[src/rtl/ui_pkg.sv]
// rtl/ui_pkg.sv - shared types and constants for the peripheral TX arbiter
package ui_pkg;

    localparam int ID_W           = 3;
    localparam int PAYLOAD_W      = 29;
    localparam int DEF_NUM_PERIPH = 8;
    localparam int DEF_MAX_BURST  = 4;

    typedef enum logic {
        ST_IDLE,
        ST_BURST
    } arb_state_t;

endpackage

[src/rtl/rr_priority_select.sv]
// rtl/rr_priority_select.sv - round-robin pick of the first request strictly after the last grant
module rr_priority_select #(
    parameter int N     = 8,
    parameter int IDX_W = $clog2(N)
) (
    input  logic [N-1:0]     i_req,
    input  logic [IDX_W-1:0] i_last,
    output logic [IDX_W-1:0] o_next,
    output logic             o_any
);

    logic [IDX_W-1:0] w_idx;

    // Scan from farthest to nearest so the nearest request after i_last wins;
    // N is a power of two, so the index wraps by truncation.
    always_comb begin
        o_next = '0;
        o_any  = 1'b0;
        w_idx  = '0;
        for (int i = N; i >= 1; i--) begin
            w_idx = i_last + IDX_W'(i);
            if (i_req[w_idx]) begin
                o_next = w_idx;
                o_any  = 1'b1;
            end
        end
    end

endmodule

[src/rtl/periph_tx_arbiter.sv]
// rtl/periph_tx_arbiter.sv - round-robin burst arbiter merging peripheral FIFOs into one tagged word stream
module periph_tx_arbiter
    import ui_pkg::*;
#(
    parameter int NUM_PERIPH = DEF_NUM_PERIPH,
    parameter int MAX_BURST  = DEF_MAX_BURST
) (
    input  logic                                 clk,
    input  logic                                 rst,
    input  logic [NUM_PERIPH-1:0]                periph_valid,
    input  logic [NUM_PERIPH-1:0][PAYLOAD_W-1:0] periph_data,
    output logic [NUM_PERIPH-1:0]                periph_rd,
    output logic [ID_W+PAYLOAD_W-1:0]            data_o,
    output logic                                 periph_data_available,
    input  logic                                 read_periph_data
);

    localparam int                IDX_W     = $clog2(NUM_PERIPH);
    localparam int                CNT_W     = 4;
    localparam logic [CNT_W-1:0]  LAST_BEAT = CNT_W'(MAX_BURST - 1);

    arb_state_t       r_state;
    arb_state_t       w_state_nxt;
    logic [IDX_W-1:0] r_grant;
    logic [IDX_W-1:0] r_last_grant;
    logic [CNT_W-1:0] r_burst_cnt;
    logic [IDX_W-1:0] w_next_idx;
    logic             w_any;
    logic             w_slot_free;
    logic             w_head_valid;
    logic             w_load;

    rr_priority_select #(
        .N     (NUM_PERIPH),
        .IDX_W (IDX_W)
    ) u_rr_select (
        .i_req  (periph_valid),
        .i_last (r_last_grant),
        .o_next (w_next_idx),
        .o_any  (w_any)
    );

    assign w_slot_free  = !periph_data_available || read_periph_data;
    assign w_head_valid = periph_valid[r_grant];

    always_comb begin
        w_state_nxt = r_state;
        periph_rd   = '0;
        w_load      = 1'b0;
        case (r_state)
            ST_IDLE: begin
                if (w_any) begin
                    w_state_nxt = ST_BURST;
                end
            end
            ST_BURST: begin
                if (!w_head_valid) begin
                    w_state_nxt = ST_IDLE;
                end else if (w_slot_free) begin
                    w_load             = 1'b1;
                    periph_rd[r_grant] = 1'b1;
                    if (r_burst_cnt == LAST_BEAT) begin
                        w_state_nxt = ST_IDLE;
                    end
                end
            end
            default: w_state_nxt = ST_IDLE;
        endcase
    end

    always_ff @(posedge clk or posedge rst) begin
        if (rst) begin
            r_state               <= ST_IDLE;
            r_grant               <= '0;
            r_last_grant          <= IDX_W'(NUM_PERIPH - 1);
            r_burst_cnt           <= '0;
            data_o                <= '0;
            periph_data_available <= 1'b0;
        end else begin
            r_state <= w_state_nxt;
            if (r_state == ST_IDLE && w_any) begin
                r_grant     <= w_next_idx;
                r_burst_cnt <= '0;
            end
            // A load takes priority over a read so a consumed word is replaced without a bubble.
            if (w_load) begin
                data_o                <= {ID_W'(r_grant), periph_data[r_grant]};
                periph_data_available <= 1'b1;
                r_burst_cnt           <= r_burst_cnt + 1'b1;
            end else if (read_periph_data) begin
                periph_data_available <= 1'b0;
            end
            if (r_state == ST_BURST && w_state_nxt == ST_IDLE) begin
                r_last_grant <= r_grant;
            end
        end
    end

endmodule

[config.mk]
export PLATFORM = sky130hd
export DESIGN_NAME = periph_tx_arbiter
export DESIGN_NICKNAME = d
export VERILOG_FILES = /design/src/rtl/ui_pkg.sv /design/src/rtl/rr_priority_select.sv /design/src/rtl/periph_tx_arbiter.sv
export SDC_FILE = /design/constraint.sdc
export NUM_CORES = 1
export LEC_CHECK = 0
export CAP_MARGIN = 20
export CORE_MARGIN = 4
export CORE_UTILIZATION = 40
export DETAILED_ROUTE_END_ITERATION = 12
export HOLD_SLACK_MARGIN = 0.03
export MAX_ROUTING_LAYER = met4
export PLACE_DENSITY = 0.89
export REMOVE_ABC_BUFFERS = 1
export SLEW_MARGIN = 20
export SYNTH_ARGS = -nofsm -noshare
export SYNTH_HDL_FRONTEND = slang
export SYNTH_SLANG_ARGS = --single-unit
export TNS_END_PERCENT = 100
[constraint.sdc]
create_clock -name clk -period 8.8 [get_ports clk]
set_input_delay 1.76 -clock clk [delete_from_list [all_inputs] [get_ports clk]]
set_output_delay 1.76 -clock clk [all_outputs]
set_load 0.02 [all_outputs]
# Word level (Yosys, flattened, before mapping)
# Index checks and enable logic that the tools add are counted.
[op_classes]
eq_ne = 1
shifts = 0
reduce_logical = 7
n_lt_le_gt_ge = 10
bitwise = 2
div_mod_pow = 0
mul = 0
addsub = 8
muxes = 53
[ops]
columns = ["op", "n"]
rows = [
  ["binary-select mux 29 bit (select 3 bit)", 1],
  ["less-than comparator 3 x 4 -> 1 bit, second input constant", 9],
  ["two-way mux 29 bit", 1],
  ["binary-select mux 1 bit (select 3 bit)", 9],
  ["two-way mux 1 bit", 27],
  ["two-way mux 3 bit", 8],
  ["two-way mux 8 bit", 3],
  ["adder 3 bit, second input constant", 4],
  ["two-way mux 4 bit", 2],
  ["adder 3 x 2 -> 3 bit, second input constant", 2],
  ["adder 4 x 1 -> 4 bit, second input constant", 1],
  ["== test 4 x 2 -> 1 bit, second input constant", 1],
  ["nonzero test 2 bit", 2],
  ["adder 3 x 1 -> 3 bit, second input constant", 1],
  ["demux 1 bit (select 3 bit)", 1],
  [">= comparator 3 x 1 -> 1 bit, second input constant", 1],
  ["logical AND 1 bit", 3],
  ["inverter 1 bit", 2],
  ["case mux 1 bit (2 select lines)", 1],
  ["logical NOT 1 bit", 1],
  ["logical OR 1 bit", 1],
]
[word_totals]
romBits = 0
input_bits = 243
wordCells = 87
ram_bits = 0
latch_bits = 0
out_inout_bits = 41
reg_bits = 44
memories = 0

# Logic depth before layout (Yosys ltp)
# Gate-level depths: netlist of the first run.
[depth]
word_depth = 14
ltp_mapped = 12
ltp_nobuf = 8

# Modules after synthesis
# A second synthesis of the first run with hierarchy kept.
[hier_totals]
hier_cells = 327
area_unflattened_um2 = 4480.5
[by_module_without_submodules]
columns = ["module", "instances", "cells_per_inst", "seq_area_each_um2", "area_each_um2"]
rows = [
  ["periph_tx_arbiter", 1, 250, 1104.8, 3806.2],
  ["rr_priority_select", 1, 77, 0.0, 674.4],
]

# Least setup slack after synthesis of the first run
# OpenSTA, ideal clock, no wires.
[synth_path]
path_kind = "input port to output port"
startpoint = "in periph_valid[2]"
endpoint = "out periph_rd[2]"
path_slack_ns = 3.742
stages = 5
arrival_time_ns = 3.298
path_buffers = 1
t_required_ns = 7.040
path_cell_list = "mux4_2 > mux2_2 > nand3_1 > clkbuf_1 > nor4b_1"
[synth_between]
elab_chain_cells = 4
[synth_rtl]
columns = ["element", "line", "rtl"]
rows = [
  ["start, declared", "periph_tx_arbiter.sv:10", "input logic [NUM_PERIPH-1:0] periph_valid,"],
  ["binary-select mux 1 bit (select 3 bit)", "periph_tx_arbiter.sv:44", "assign w_head_valid = periph_valid[r_grant];"],
  ["two-way mux 1 bit (not written as such)", "periph_tx_arbiter.sv:44", ""],
  ["two-way mux 8 bit", "periph_tx_arbiter.sv:57", "if (!w_head_valid) begin"],
  ["two-way mux 8 bit", "periph_tx_arbiter.sv:50", "case (r_state)"],
  ["end, declared", "periph_tx_arbiter.sv:12", "output logic [NUM_PERIPH-1:0] periph_rd,"],
]
# No other way between the ends. The select of a mux whose other input is x is not followed.

# Final worst setup path of the first run
[layout_path]
startpoint = "in periph_valid[5]"
endpoint = "out periph_rd[4]"
# Same word-level chain as after synthesis.

==> metrics.md, run 1 <==
| Metric | Value |
|---|---|
| Outcome | `complete, no violations` |
| Final Util | `between 60 and 70%` |
| Initial Util | `41.0%` |
| Clock Skew | `0.0108 ns` |
| Setup crit start kind | `input port` |
| H-tree Lvls | `2` |
| Root buf cell | `clkbuf_8` |
| Hold_buf cts | `0` |
| Crit-path slowest cell | `clkdlybuf4s50_1` |
| Setup-failing EPs final | `0` |
| Initial antenna violation count | `2` |
| Cells after synthesis | `358` |
| Hold_sp | `data_o[21]` |
| Worst rel slew slack | `38.9%` |
| First-pass GRT wire length | `between 20000 and 30000 um` |
| Post-CTS Setup Inserts | `0` |
| Syn-to-layout area delta | `70.6%` |
| Clock Tree Buf Depth | `2` |
| Worst slack, placed | `2.52 ns` |
| CP Class | `in -> out` |
| Max VDD drop | `0.000179 V` |
| Fmax | `about 160 MHz` |
| Critical path buffers and inverters | `2` |
| Total Power | `2.13 mW` |
| CP endpoint kind | `primary output` |
| DIE AREA | `12300 um^2` |
| Finished Cell Area | `7220 um^2` |
| DRT Pass-1 Iters | `4` |
| Synthesized cell area | `4230 um^2` |
| Final antenna-violating net count | `0` |
| Crit path time final | `6.33 ns` |
| Worst path top cell family by delay | `buffers and inverters` |
| CTS resizes | `0` |
| Final wirelength | `about 18000 um` |
| Fin crit share | `between 70% and 80%` |
| R2r startpoint | `r_last_grant[0]` |
| Fin. Hold Viols | `0` |
| Cells along the critical path | `clkdlybuf4s50_1 > mux4_2 > mux2_2 > nand3_2 > nor4b_1 > clkdlybuf4s50_1` |
| Setup TNS | `0 ns` |
| Residual DRC | `0` |
| CP Data Arrival Time | `4.57 ns` |
| EDFF count, synth | `0` |
| Drt wl/cell | `23.3 um` |
| Die width | `111 um` |
| GRT overflow | `0` |
| Pwr Density | `294 nW/um^2` |
| Synth top area share | `between 30% and 40%` |
| Port Buf Inserts | `283` |
| Pleak | `2.74 nW` |
| Slowest stage delay, CP | `0.67 ns` |
| RSZ-0062 raised after global routing | `no` |
| Layout Cells excl Fill | `~760` |
| CTS tree | `done` |
| Hold_ws | `0.491 ns` |
| Worst setup path startpoint | `periph_valid[5]` |
| GRT Util Overall | `29.0%` |
| Async S/R FF share, synth | `100%` |
| I/O pin cnt | `284` |
| Most frequent cell after synthesis | `mux4_2` |
| Row cnt | `37` |
| Detailed-route via count | `4323` |
| Final HPWL DP | `around 15000 um` |
| Post-synthesis register bit count | `44` |
| Most used DFF post-synth | `dfrtp_1` |
| Placed Cells incl. Taps | `747` |
| Synth top area cells | `mux4_2 (39%), dfrtp_1 (24%), mux2i_1 (8.7%)` |
| Chip Height | `111 um` |
| CTS buffer count | `5` |
| Commonest cells in the netlist | `mux4_2 (73), nand2_1 (58), dfrtp_1 (41)` |
| Max-cap violation count | `0` |
| Yosys Warn Count | `0` |
| PnR worst setup slack | `2.47 ns` |
| Netlist cell types | `44` |
| Core area | `10300 um^2` |
| Max-slew violation count | `0` |
| Placement Cell Area | `7120 um^2` |
| Most used cell, CP | `clkdlybuf4s50_1` |
| Vias in the first global route | `4648` |
| Required @ worst endpoint | `7.04 ns` |
| Hold Crit Class | `reg -> reg` |
| Register area share after synthesis | `about a quarter` |
| Worst skew pair latency | `0.30 ns` |
| Worst-Margin Slew | `0.915 ns` |
| DRT iter0 DRCs | `approximately 250` |
| DR vias/cell | `between 5 and 6` |
| Gp weighted congestion | `0.947` |
| Largest area contributor in the netlist | `mux4_2` |
| CTS sink count | `44` |
| Share of layout cells above drive strength 1 | `16.5%` |
| Max FO, Critical Path | `32` |
| Largest net degree at the start of global routing | `66` |
| Final net count | `864` |
| Avg Inst Size Synth | `between 10 and 15 um^2` |
| Reg clk slew, reported paths | `about 0.090 ns` |
final timing paths:
kind                            slack, ns  cells past startpoint           end
min in group asynchronous            1.98                      2    data_o[10]
worst max register to register       5.32                      8    r_grant[0]
worst max-delay path                 2.47                      6  periph_rd[4]
max in group asynchronous            6.14                      2    r_grant[0]
worst min-delay path                 0.49                      2    data_o[21]
worst min register to register       0.49                      2    data_o[21]
layout make-up:
| class | count | area, um^2 |
|---|---|---|
| clock buffer | 7 | 86.3 |
| tap | 136 | 170 |
| clock inverter | 1 | 7.51 |
| sequential | 44 | 1110 |
| multi-input combinational | 274 | 2950 |
| inverter | 6 | 22.5 |
| antenna | 4 | 10.0 |
| timing repair buffer | 287 | 2860 |
| fill | 739 | 3100 |
power by group:
group          internal, mW  leakage (nW)  switching (mW)
Combinational         0.804          2.16           0.758
Sequential            0.311         0.539           0.118
Clock                0.0639        0.0445          0.0714
registers in the layout (all words and copies together), names as in the netlist:
register               count
r_burst_cnt                4
r_grant                    3
r_state                    1
r_last_grant               3
periph_data_available      1
data_o                    32
kinds of logic after synthesis:
logic type                 Yosys count  synth area share [%]
DFF                                 44                  26.1
muxes                              121                  50.6
AOI/OAI and AO/OA                   60                  8.30
xor gates and xnor gates             4                 0.828
and+or+nand+nor                     86                  9.01
adders and majority gates            3                 0.887
buffers and inverters               40                  4.28
per-layer routing:
metal | vias to the layer above | wire, um | global-route usage [%]
met5 | - | 0 | -
met4 | 0 | 864 | 12.6
met3 | 42 | 1220 | 4.48
met2 | 246 | 9450 | 52.3
met1 | 2099 | 6160 | 31.6
li1 | 1936 | - | -
placed cells by master (no fill, tap or decap), types with 5 or more instances in the layout:
master / count
mux2_2: 7
inv_1: 5
nand3_1: 5
mux4_2: 73
nor2_1: 6
clkdlybuf4s50_1: 283
dfrtp_1: 38
o21ai_1: 14
nand2_1: 58
a21oi_1: 7
mux2i_1: 37
clkbuf_8: 6
o21ai_0: 22
worst register-to-register path: stages, from the launching register on:
cell and delay, ns:
dfstp_2 0.84, inv_1 0.16, ha_1 0.51, mux4_2 0.62
mux2_2 0.33, a211oi_2 0.20, o21ai_1 0.11, mux2_1 0.34
mux2_2 0.26
(Power assumes the default switching activity.)
==> run 2: changes to the inputs <==
- CORE_UTILIZATION: 40 -> 37
- PLACE_DENSITY: 0.89 -> 0.83
- clock period: 8.8 -> 6.6 ns (I/O delays scaled with it)
==> run 2 against run 1 <==
Net effect: setup slack got worse by 1.1 ns; power increased by 36%; flip-flop and latch count unchanged; critical path depth unchanged; sequential share of layout area decreased by 0.11 points; global-route usage decreased by 3.2 points; clock power increased by 85%; final cell count increased by 0.13%.
==> metrics.md, run 2 (same netlist as run 1, synthesis figures left out) <==
| Metric | Value |
|---|---|
| H-tree Lvls | `2` |
| Critical path buffers and inverters | `2` |
| Final HPWL DP | `~14000 um` |
| Residual DRC | `0` |
| Row cnt | `38` |
| Hold_ws | `0.476 ns` |
| Final net count | `864` |
| Core area | `between 10000 and 15000 um^2` |
| DRT iter0 DRCs | `251` |
| Pleak | `2.77 nW` |
| GRT Util Overall | `between 20 and 30%` |
| Root buf cell | `clkbuf_16` |
| Worst slack, placed | `around 1.4 ns` |
| CP endpoint kind | `primary output` |
| Syn-to-layout area delta | `71.8%` |
| I/O pin cnt | `284` |
| Fin crit share | `between 70 and 80%` |
| Initial Util | `a little under two fifths` |
| CTS sink count | `44` |
| Worst skew pair latency | `0.28 ns` |
| Fin. Hold Viols | `0` |
| Initial antenna violation count | `1` |
| Setup TNS | `0 ns` |
| DIE AREA | `13200 um^2` |
| Max FO, Critical Path | `20` |
| Most common cell after layout, fill and taps aside | `clkdlybuf4s50_1` |
| Slowest stage delay, CP | `0.68 ns` |
| CP Class | `in -> out` |
| Die width | `115 um` |
| Most frequent cells in the layout | `clkdlybuf4s50_1 (283), mux4_2 (73), nand2_1 (58), dfrtp_1 (38), mux2i_1 (37)` |
| CTS buffer count | `5` |
| Final wirelength | `17000 um` |
| Required @ worst endpoint | `5.28 ns` |
| Detailed-route via count | `4240` |
| Cells along the critical path | `clkdlybuf4s50_1 > mux4_2 > mux2_2 > nand3_2 > nor4b_1 > clkdlybuf4s50_1` |
| GRT overflow | `0` |
| Crit-path slowest cell | `clkdlybuf4s50_1` |
| Largest Register | `data_o` |
| DR vias/cell | `5.58` |
| CP Data Arrival Time | `3.94 ns` |
| RSZ-0062 raised after global routing | `no` |
| Drt wl/cell | `22.4 um` |
| Largest register FFs | `32` |
| Hold_buf cts | `0` |
| Fmax | `~190 MHz` |
| Chip Height | `115 um` |
| Reg clk slew, reported paths | `0.06 ns` |
| Worst rel slew slack | `46.5%` |
| Worst-Margin Slew | `0.801 ns` |
| Finished Cell Area | `7270 um^2` |
| Largest net degree at the start of global routing | `54` |
| Hold Crit Class | `reg -> reg` |
| PnR worst setup slack | `1.34 ns` |
| Crit path time final | `5.26 ns` |
| Worst path top cell family by delay | `buffers and inverters` |
| Setup-failing EPs final | `0` |
| Share of layout cells above drive strength 1 | `between 10% and 20%` |
| Clock Tree Buf Depth | `2` |
| Total Power | `2.89 mW` |
| First-pass GRT wire length | `25100 um` |
| Outcome | `complete, no violations` |
| Pwr Density | `397 nW/um^2` |
| Max-slew violation count | `0` |
| Max VDD drop | `0.000251 V` |
| Port Buf Inserts | `283` |
| Post-CTS Setup Inserts | `0` |
| Most used cell, CP | `clkdlybuf4s50_1` |
| CTS tree | `done` |
| Vias in the first global route | `4525` |
| CTS resizes | `0` |
| Clock Skew | `0.00244 ns` |
| Setup crit start kind | `input port` |
| Gp weighted congestion | `0.882` |
| Placement Cell Area | `7120 um^2` |
| Largest regs | `data_o: 32 flops, r_burst_cnt: 4 flops` |
| Final antenna-violating net count | `0` |
| Max-cap violation count | `0` |
| DRT Pass-1 Iters | `4` |
## run 2: cell types whose count changed in the layout (fill, tap and decap cells not counted)
cell        before  now
clkbuf_8         6    1
inv_2            1    0
clkinv_2         0    1
clkbuf_1         1    2
clkbuf_16        0    5
diode_2          4    1
clkinvlp_4       1    0
## run 2: metal layers
layer,vias up,GRT usage (%),share of wire (%)
li1,1936,-,-
met1,2071,30.1,37
met2,207,45.7,54
met3,26,4.42,5.8
met4,0,7.36,2.8
met5,-,-,0
## run 2: final timing paths
check | to | from | cells after the start | slack (ns)
worst max register to register | r_grant[0] | r_last_grant[0] | 8 | 3.13
min in group asynchronous | data_o[3] | rst | 2 | 1.50
worst min-delay path | data_o[27] | data_o[27] | 2 | 0.48
worst min register to register | data_o[27] | data_o[27] | 2 | 0.48
worst max-delay path | periph_rd[2] | periph_valid[4] | 6 | 1.34
max in group asynchronous | r_grant[0] | rst | 2 | 4.55
## run 2: final cells by class
cell class	instances	area [um^2]
clock buffers	8	146
inverters	6	23.8
diodes	1	2.50
fillers	848	3760
flip-flops and latches	44	1110
repair buffers	287	2860
multi-input cells	274	2950
well taps	140	175
## run 2: power by group
part | leakage, nW | switching (mW) | internal, mW | total (mW)
Sequential | 0.539 | 0.199 | 0.414 | 0.613
Combinational | 2.16 | 0.958 | 1.07 | 2.03
Clock | 0.0712 | 0.0988 | 0.151 | 0.250
Total | 2.77 | 1.26 | 1.63 | 2.89
## run 2: per-stage QoR
step	util (%)	cells
CTS	65.9	759
global route	65.9	760
finish	65.9	760
floorplan	-	324
global placement	64.6	751
detailed placement	64.6	751
## run 2: tightest hold or removal path: stages (launching register included)
cell and delay [ns]:
dfrtp_1 0.34, nand2_1 0.04, o21ai_0 0.06
==> run 3: changes to the inputs <==
- clock period: 6.6 -> 5.5 ns (I/O delays scaled with it)
==> run 3 against run 2 <==
Net effect: setup slack got worse by 0.54 ns; core utilization about the same; power up 19%; largest power group unchanged; sequential power is 17% higher; critical path depth unchanged.
==> metrics.md, run 3 (same netlist as run 1, synthesis figures left out) <==
| Metric | Value |
|---|---|
| Outcome | `complete, no violations` |
| Hold Crit Class | `reg -> reg` |
| Pleak | `around 2.8 nW` |
| Hold_sp | `data_o[10]` |
| CP Class | `in -> out` |
| Cells along the critical path | `clkdlybuf4s50_1 > mux4_2 > mux2_2 > nand3_2 > nor4b_1 > clkdlybuf4s50_1` |
| Max-slew violation count | `0` |
| CTS sink count | `44` |
| Root buf cell | `clkbuf_16` |
| Global route hottest layer | `met2` |
| Worst skew pair latency | `0.28 ns` |
| GRT overflow | `0` |
| Worst-Margin Slew | `0.864 ns` |
| Fin crit share | `85.6%` |
| Final net count | `864` |
| CTS tree | `done` |
| Most used cell, CP | `clkdlybuf4s50_1` |
| First-pass GRT wire length | `24800 um` |
| Clock Skew | `0.00405 ns` |
| Reg clk slew, reported paths | `0.06 ns` |
| Final wirelength | `17000 um` |
| Hold_buf cts | `0` |
| CP endpoint kind | `primary output` |
| Largest regs | `data_o: 32 flops, r_burst_cnt: 4 flops` |
| Initial antenna violation count | `4` |
| Reg2Reg Setup Slack | `2.00 ns` |
| GR Util met1 | `29.3%` |
| Crit-path slowest cell | `clkdlybuf4s50_1` |
| Largest register FFs | `32` |
| Largest net degree at the start of global routing | `67` |
| Initial Util | `38.4%` |
| Crit path time final | `~4.7 ns` |
| Worst slack, placed | `roughly 0.84 ns` |
| I/O pin cnt | `284` |
| CP Data Arrival Time | `3.61 ns` |
| Setup crit start kind | `input port` |
| Syn-to-layout area delta | `71.8%` |
| Drt wl/cell | `22.2 um` |
| Max-cap violation count | `0` |
| Vias in the first global route | `~4.5k` |
| Required @ worst endpoint | `4.40 ns` |
| Share of layout cells above drive strength 1 | `16.3%` |
| Fin. Hold Viols | `0` |
| Chip Height | `115 um` |
| Hold Path Depth | `2` |
| Fmax | `212 MHz` |
| PnR worst setup slack | `between 0.7 and 0.8 ns` |
| Setup-failing EPs final | `0` |
| Final antenna-violating net count | `0` |
| Slowest stage delay, CP | `0.69 ns` |
| Gp weighted congestion | `0.908` |
| Detailed-route via count | `about 4.3k` |
| Pwr Density | `between 400 and 500 nW/um^2` |
| Global Route met3 Usage | `5.37%` |
| CTS buffer count | `5` |
| DR vias/cell | `5.58` |
| R2R cell count | `8` |
| Final HPWL DP | `14000 um` |
| H-tree Lvls | `2` |
| Residual DRC | `0` |
| DIE AREA | `13200 um^2` |
| DRT Pass-1 Iters | `4` |
| Core area | `11000 um^2` |
| Hold_ws | `slightly below 0.5 ns` |
| RSZ-0062 raised after global routing | `no` |
| Worst rel slew slack | `42.4%` |
| Post-CTS Setup Inserts | `0` |
| Largest Register | `data_o` |
| GRT Util Overall | `25.6%` |
| R2r startpoint | `r_last_grant[0]` |
| Worst Hold Path EP | `data_o[10]` |
| Port Buf Inserts | `283` |
| Die width | `115 um` |
| DRT iter0 DRCs | `282` |
| Max VDD drop | `0.000285 V` |
| Clock Tree Buf Depth | `2` |
| Most common cell after layout, fill and taps aside | `clkdlybuf4s50_1` |
| Total Power | `3.45 mW` |
| Final Util | `66.0%` |
| Max FO, Critical Path | `9` |
| Most frequent cells in the layout | `clkdlybuf4s50_1 (283), mux4_2 (73), nand2_1 (58), dfrtp_1 (38), mux2i_1 (37)` |
| CTS resizes | `0` |
| Met2 Track Usage GR | `between 40 and 50%` |
| Worst flop-to-flop path endpoint | `r_grant[0]` |
| Row cnt | `38` |
[run 3: worst max-delay path: cells and delay by family]
kind | cells | cell delay, ns
AND/OR/NAND/NOR | 2 | 0.67
buffers and inverters | 2 | 1.35
multiplexers | 2 | 0.49
[run 3: metal layers]
| layer | routed length, um | vias up | part of all wire [%] |
|---|---|---|---|
| li1 | - | 1944 | - |
| met1 | 6050 | 2072 | 36 |
| met2 | 9290 | 224 | 55 |
| met3 | 1250 | 23 | 7.4 |
| met4 | 389 | 0 | 2.3 |
| met5 | 0 | - | 0 |
[run 3: metrics by stage]
step | setup TNS (ns) | area, um^2 | std cells
global placement | 0 | 7120 | 751
CTS | 0 | 7260 | 759
floorplan | -3.02 | 4080 | 324
global route | 0 | 7270 | 763
finish | 0 | 7280 | 764
detailed placement | 0 | 7120 | 751
[run 3: final cells by class]
type / count / area (um^2)
Timing Repair Buffer: 287 / 2860
Multi-Input combinational cell: 274 / 2950
Sequential cell: 44 / 1110
Antenna cell: 5 / 12.5
Inverter: 6 / 23.8
Tap cell: 140 / 175
Fill cell: 832 / 3750
Clock buffer: 7 / 133
Clock inverter: 1 / 5.00
[run 3: worst max-delay path by stage]
| stage | from | end | slack, ns |
|---|---|---|---|
| CTS | periph_valid[5] | periph_rd[4] | 0.84 |
| global placement | periph_valid[5] | periph_rd[3] | 0.94 |
| global route | periph_valid[5] | periph_rd[3] | 0.69 |
| floorplan | r_grant[0] | periph_rd[2] | -0.85 |
| finish | periph_valid[5] | periph_rd[4] | 0.79 |
| detailed placement | periph_valid[5] | periph_rd[4] | 0.84 |
[run 3: report_power, final]
| part | leakage (nW) | switching (mW) | internal [mW] |
|---|---|---|---|
| combinational | 2.16 | 1.16 | 1.29 |
| sequential | 0.539 | 0.221 | 0.497 |
| clock | 0.0679 | 0.115 | 0.168 |
| total | 2.76 | 1.50 | 1.95 |
